## src/rtl/display_pkg.sv

```systemverilog
// ---------------------------------------------------------------------------
// display_pkg
// Shared constants for the serial 7-segment display receiver:
//   NUM_DIGITS  - digits multiplexed by the scanner
//   SEG_W       - segment bits per digit (7 segments + decimal point)
//   FRAME_BITS  - bits per serial frame (one byte per digit)
//   RX_*        - receiver state encoding
//   digit_onehot() - digit index to one-hot digit enable
// ---------------------------------------------------------------------------
package display_pkg;

    localparam int NUM_DIGITS = 4;
    localparam int SEG_W      = 8;
    localparam int FRAME_BITS = NUM_DIGITS * SEG_W;
    localparam int IDX_W      = $clog2(FRAME_BITS);
    localparam int DIGIT_W    = $clog2(NUM_DIGITS);

    // Receiver state enumeration
    localparam logic [1:0] RX_IDLE     = 2'd0;
    localparam logic [1:0] RX_SHIFT    = 2'd1;
    localparam logic [1:0] RX_WAIT_LOW = 2'd2;

    function automatic logic [NUM_DIGITS-1:0] digit_onehot(input logic [DIGIT_W-1:0] k);
        return NUM_DIGITS'(1) << k;
    endfunction

endpackage

```

## src/rtl/display_scan.sv

```systemverilog
// ---------------------------------------------------------------------------
// display_scan
// Free-running digit multiplexer. A divider counts 0..SCAN_DIV-1; on each
// wrap the digit index advances 0->1->2->3->0. seg carries the latch byte of
// the selected digit, registered so that it changes on the same edge as
// digit_sel.
// Ports:
//   clk, reset         - clock, synchronous active-high reset
//   latch [31:0]       - display word, digit k uses bits [8k+7:8k]
//   seg [7:0]          - segment pattern of the selected digit
//   digit_sel [3:0]    - one-hot active-high digit enable
// ---------------------------------------------------------------------------
module display_scan
    import display_pkg::*;
#(
    parameter int SCAN_DIV = 1000
) (
    input  logic                  clk,
    input  logic                  reset,
    input  logic [FRAME_BITS-1:0] latch,
    output logic [SEG_W-1:0]      seg,
    output logic [NUM_DIGITS-1:0] digit_sel
);

    localparam int DIV_W = $clog2(SCAN_DIV);

    logic [DIV_W-1:0]   div_reg;
    logic [DIGIT_W-1:0] digit_reg;
    logic [DIGIT_W-1:0] digit_next;
    logic [SEG_W-1:0]   seg_reg;
    logic               slot_wrap;
    logic [SEG_W-1:0]   digit_bytes [NUM_DIGITS];

    for (genvar gi = 0; gi < NUM_DIGITS; gi++) begin : g_digit_bytes
        assign digit_bytes[gi] = latch[gi*SEG_W +: SEG_W];
    end

    assign slot_wrap  = (div_reg == DIV_W'(SCAN_DIV - 1));
    // NUM_DIGITS is a power of two, so the index wraps 3->0 on its own.
    assign digit_next = slot_wrap ? digit_reg + DIGIT_W'(1) : digit_reg;

    always_ff @(posedge clk) begin
        if (reset) begin
            div_reg   <= '0;
            digit_reg <= '0;
            seg_reg   <= '0;
        end else begin
            div_reg   <= slot_wrap ? '0 : div_reg + DIV_W'(1);
            digit_reg <= digit_next;
            // Sampling the byte of the digit that will be selected after this
            // edge keeps seg aligned with digit_sel, and picks up a latch
            // change one clock later regardless of the slot position.
            seg_reg   <= digit_bytes[digit_next];
        end
    end

    assign seg       = seg_reg;
    assign digit_sel = digit_onehot(digit_reg);

endmodule

```

## src/rtl/display_rx.sv

```systemverilog
// ---------------------------------------------------------------------------
// display_rx
// Serial receiver for a 4-digit multiplexed 7-segment display. 32-bit frames
// arrive LSB first on data_in, one bit per clk cycle with enable=1, framed by
// frame_valid. A complete frame is copied into the display latch one clock
// after its last bit; display_scan multiplexes the latch onto the digits.
// Optional feature (macro DISPLAY_RX_TIMEOUT_EN): blank the display and raise
// stale after TIMEOUT_TICKS enable ticks without a good frame.
// Ports:
//   clk, reset        - clock, synchronous active-high reset
//   enable            - bit tick
//   data_in           - serial segment bit, LSB first
//   frame_valid       - high while frame bits are present
//   seg [7:0]         - segment pattern of the selected digit
//   digit_sel [3:0]   - one-hot active-high digit enable
//   frame_done        - one-cycle pulse when a frame is latched
//   frame_err         - one-cycle pulse when a frame is aborted
//   stale             - display blanked by timeout (0 without the macro)
// ---------------------------------------------------------------------------
module display_rx
    import display_pkg::*;
#(
    parameter int SCAN_DIV      = 1000,
    parameter int TIMEOUT_TICKS = 4096
) (
    input  logic                  clk,
    input  logic                  reset,
    input  logic                  enable,
    input  logic                  data_in,
    input  logic                  frame_valid,
    output logic [SEG_W-1:0]      seg,
    output logic [NUM_DIGITS-1:0] digit_sel,
    output logic                  frame_done,
    output logic                  frame_err,
    output logic                  stale
);

    if (SCAN_DIV < 2 || SCAN_DIV > 65535 || TIMEOUT_TICKS < 1) begin : g_param_check
        $error("display_rx: SCAN_DIV or TIMEOUT_TICKS out of range");
    end

    logic [1:0]            state_reg;
    logic [IDX_W-1:0]      idx_reg;
    logic [FRAME_BITS-1:0] shift_reg;
    logic [FRAME_BITS-1:0] latch_reg;
    logic                  load_pending_reg;
    logic                  frame_done_reg;
    logic                  frame_err_reg;

    // ------------------------------------------------------------------
    // Deserializer
    // ------------------------------------------------------------------
    always_ff @(posedge clk) begin
        if (reset) begin
            state_reg        <= RX_IDLE;
            idx_reg          <= '0;
            shift_reg        <= '0;
            load_pending_reg <= 1'b0;
            frame_err_reg    <= 1'b0;
        end else begin
            load_pending_reg <= 1'b0;
            frame_err_reg    <= 1'b0;
            if (enable) begin
                case (state_reg)
                    RX_IDLE: begin
                        if (frame_valid) begin
                            // Start clean so no bits of an older frame survive.
                            shift_reg <= {{(FRAME_BITS-1){1'b0}}, data_in};
                            idx_reg   <= IDX_W'(1);
                            state_reg <= RX_SHIFT;
                        end
                    end
                    RX_SHIFT: begin
                        if (frame_valid) begin
                            shift_reg[idx_reg] <= data_in;
                            idx_reg            <= idx_reg + IDX_W'(1);
                            if (idx_reg == IDX_W'(FRAME_BITS - 1)) begin
                                state_reg        <= RX_WAIT_LOW;
                                load_pending_reg <= 1'b1;
                            end
                        end else begin
                            frame_err_reg <= 1'b1;
                            shift_reg     <= '0;
                            idx_reg       <= '0;
                            state_reg     <= RX_IDLE;
                        end
                    end
                    RX_WAIT_LOW: begin
                        // Extra bits past the frame are ignored, not an error.
                        if (!frame_valid) begin
                            idx_reg   <= '0;
                            state_reg <= RX_IDLE;
                        end
                    end
                    default: begin
                        state_reg <= RX_IDLE;
                    end
                endcase
            end
        end
    end

    // ------------------------------------------------------------------
    // Display latch, frame_done and optional timeout
    // ------------------------------------------------------------------
`ifdef DISPLAY_RX_TIMEOUT_EN
    localparam int TO_W = $clog2(TIMEOUT_TICKS + 1);

    logic [TO_W-1:0] to_cnt_reg;
    logic            stale_reg;

    always_ff @(posedge clk) begin
        if (reset) begin
            latch_reg      <= '0;
            frame_done_reg <= 1'b0;
            to_cnt_reg     <= '0;
            stale_reg      <= 1'b0;
        end else begin
            frame_done_reg <= load_pending_reg;
            if (load_pending_reg) begin
                // A good frame wins over a coincident tick.
                latch_reg  <= shift_reg;
                to_cnt_reg <= '0;
                stale_reg  <= 1'b0;
            end else if (enable && to_cnt_reg != TO_W'(TIMEOUT_TICKS)) begin
                to_cnt_reg <= to_cnt_reg + TO_W'(1);
                if (to_cnt_reg == TO_W'(TIMEOUT_TICKS - 1)) begin
                    latch_reg <= '0;
                    stale_reg <= 1'b1;
                end
            end
        end
    end

    assign stale = stale_reg;
`else
    always_ff @(posedge clk) begin
        if (reset) begin
            latch_reg      <= '0;
            frame_done_reg <= 1'b0;
        end else begin
            frame_done_reg <= load_pending_reg;
            if (load_pending_reg) begin
                latch_reg <= shift_reg;
            end
        end
    end

    assign stale = 1'b0;
`endif

    assign frame_done = frame_done_reg;
    assign frame_err  = frame_err_reg;

    // ------------------------------------------------------------------
    // Digit scanning
    // ------------------------------------------------------------------
    display_scan #(
        .SCAN_DIV (SCAN_DIV)
    ) u_scan (
        .clk       (clk),
        .reset     (reset),
        .latch     (latch_reg),
        .seg       (seg),
        .digit_sel (digit_sel)
    );

endmodule

```

## config.mk

```make
export PLATFORM = sky130hd
export DESIGN_NAME = display_rx
export DESIGN_NICKNAME = d
export VERILOG_FILES = /design/src/rtl/display_pkg.sv /design/src/rtl/display_scan.sv /design/src/rtl/display_rx.sv
export SDC_FILE = /design/constraint.sdc
export NUM_CORES = 1
export LEC_CHECK = 0
export CORE_ASPECT_RATIO = 0.8
export CORE_UTILIZATION = 40
export CTS_CLUSTER_DIAMETER = 150
export CTS_CLUSTER_SIZE = 28
export DETAILED_ROUTE_END_ITERATION = 12
export SETUP_SLACK_MARGIN = 0.5
export SYNTH_ARGS = -nofsm -noshare
export SYNTH_HDL_FRONTEND = slang
export SYNTH_HIERARCHICAL = 1
export SYNTH_SLANG_ARGS = --single-unit
```

## constraint.sdc

```tcl
create_clock -name clk -period 2.37 [get_ports clk]
set_input_delay 0.3555 -clock clk [delete_from_list [all_inputs] [get_ports clk]]
set_output_delay 0.3555 -clock clk [all_outputs]
set_load 0.01 [all_outputs]
```

==> flow_summary.toml <==
[status]
status = "completed"

[worst_setup_path]
worstSetupStartpointType = "flop"
crit_required_ns = 2.01
critical_path_class = "reg2out"
path_depth = 3
path_max_fanout = 2
cp-endpoint = "digit_sel[0]"
reg2reg_depth = 6
crit-reg2reg-capture = "shift_reg[20]"
r2r_setup_slack_ns = 0.64
path_cells = "inv_1, ha_1, clkdlybuf4s50_1"
critPathLaunch = "u_scan/digit_reg[0]"
slowest_delay_ns = 0.53
arrival_ns = 1.43
endpoint_kind = "output port"
slowest_stage = "clkdlybuf4s50_1"
path_buf_inv = 2
r2r-start = "state_reg[1]"
path_delay_family = "buffers and inverters"

[sta]
clock_skew_ns = 0.00537
drv_slew = 0
maxSlewHeadroom_pct = 57.8
worstMarginPinSlew_ns = 0.628
setup_viol_count_final = 0
holdWs_ns = 0.393
setup_tns_ns = 0
fin_crit_sh_pct = 75.1
rsz0062_at_grt = "false"
fmax_mhz = 561
post-route-min-period_ns = 1.78
final_hold_viol_count = 0

[cells_and_area]
drive_gt1_share_pct = 17.3
final_cells = 640
syn2layout_area_growth_pct = 11.8
postLayoutCoreUtil_pct = 46.6
antenna_cells = 0
fin_nets = 506

[cts]
cts-root-buf = "clkbuf_16"
cts_tree = "yes"
htree_levels = 3
postCtsHoldBufs = 0
numCtsBuffers = 9
clk_pin_slew_worst_paths_ns = 0.07
clock_latency_ns = 0.35
cts_buffer_depth = 2
clock_sinks = 94

[synth]
synth_common_cells = "dfxtp_1, nor2_1, mux2i_1"
yosysSeqAreaShare_pct = 38.6
synth-seq-cells = 94
synth_area_leaders = "dfxtp_1, mux4_2, mux2i_1"
yosysMostFrequentCell = "dfxtp_1"
yosys_warnings = 6
syn_area_um2 = 4870
yosysUniqueCellTypes = 56
ys.flop_type = "dfxtp_1"
syn_nets = 509
avgSynthCellArea_um2 = 9.95
synth_edf_count = 0
yosysTopAreaCell = "dfxtp_1"
synthCells = 490
synthArstFlopShare_pct = 0
synth_top_area_share_pct = 38.6

[global_routing]
antenna_found_initial = 0
grt_usage_pct = 19.1
grt_max_degree = 39
grt_pass1_vias = 3572
grt_pass1_wl_mm = 18.5
grt_overflow_total = 0

[placed_design]
dp_cells = 622
io_buffers = 18
gp_congestion = 0.793
hpwl_mm = 7.92

[die]
die_area_um2 = 12600
start_util_pct = 41.7
fp.coreArea_um2 = 11700
dieWidth_um = 125
fp.dieH_um = 101
num_io_pins = 20
num_rows = 35

[detailed_routing]
wl_per_cell_um = 17.9
drt_wl_total_mm = 11.5
drtPass1Iterations = 6
vias = 3812
first_iter_violations = 271
drc_errors = 0
ant_nets = 0
via_per_inst = 5.96

[power_and_ir_drop]
ir_drop_uv = 448
leakage_nw = 1.73
cellPowerDensity_nw_per_um2 = 593
total_power_mw = 3.23

[min_path]
hp-class = "in2reg"

[job]
maxCapViolations = 0
## worst register-to-register path: stages, from the launching register on
cell,delay (ns)
dfxtp_1,0.40
inv_1,0.08
ha_1,0.28
and2_1,0.26
buf_12,0.18
a211oi_1,0.28
o32ai_1,0.13
## final cells by class
cell class | instances | area, µm²
multi-input combinational | 318 | 2640
sequential | 94 | 1890
fill | 1081 | 6240
clock buffer | 9 | 225
clock inverter | 7 | 62.6
timing repair buffer | 37 | 344
tap | 148 | 185
inverter | 27 | 101
## metrics by stage
stage | setup WS, ns | instance area [µm²]
2_1_floorplan | 0.506 | 4870
3_3_place_gp | 0.317 | 5110
3_5_place_dp | 0.273 | 5110
4_1_cts | 0.532 | 5430
5_1_grt | 0.520 | 5450
6_report | 0.589 | 5450
## kinds of logic after synthesis
group                      Yosys count  share of synthesized area (%)
DFF                                 94                           38.6
adders and majority gates           14                           3.59
AOI/OAI and AO/OA                   96                           15.7
and+or+nand+nor                    148                           18.3
xor gates and xnor gates             6                           1.08
buffers and inverters               78                           7.47
muxes                               53                           15.2
other                                1                         0.0769
## power breakdown
part           total [mW]  switching [mW]  internal (mW)
registers            1.60          0.0118           1.59
clock network        1.40           0.668          0.735
logic               0.224           0.145         0.0796
## worst min-delay path by stage
stage | from | end | depth (start not counted)
floorplan | u_scan/div_reg[0] | u_scan/div_reg[0] | 1
global placement | u_scan/div_reg[0] | u_scan/div_reg[0] | 1
detailed placement | u_scan/div_reg[0] | u_scan/div_reg[0] | 1
CTS | reset | u_scan/digit_reg[0] | 2
global route | reset | u_scan/digit_reg[0] | 2
finish | reset | u_scan/digit_reg[0] | 2
## what timing repair did
item / 4_1_cts / 5_1_grt
endpoints found under the setup margin: 2 / 12
cloned: 0 / 0
gates resized for setup: 5 / 8
setup buffers: 2 / 0
## layer usage
layer,vias to the layer above,track usage (%),share of wire (%)
li1,1847,-,-
met3,8,4.14,3.5
met5,-,0,0
met4,0,5.53,1.1
met2,67,31.1,47
met1,1890,25.5,49
## cell usage in the layout (no fill, tap or decap), types with 3 or more instances in the layout
cell	instances
nand4_1	13
o211ai_1	19
a211oi_1	16
nor4b_1	3
dfxtp_1	90
clkbuf_16	9
a21oi_2	5
and4bb_2	3
nor4bb_1	9
inv_1	26
clkdlybuf4s50_1	15
nand4b_1	9
nand3_1	7
dfxtp_2	4
buf_4	17
o32ai_1	14
a32o_1	17
a31oi_1	3
nor2_1	40
mux4_2	16
ha_2	3
o21ai_0	4
mux2i_1	34
nand2_1	23
nor3_1	8
ha_1	11
and3_1	3
a21oi_1	10
and4b_1	3
nor4_2	3
nand2_2	5
xnor2_1	4
a311oi_1	3
and2_1	4
Power figures use the tool's default switching activity.
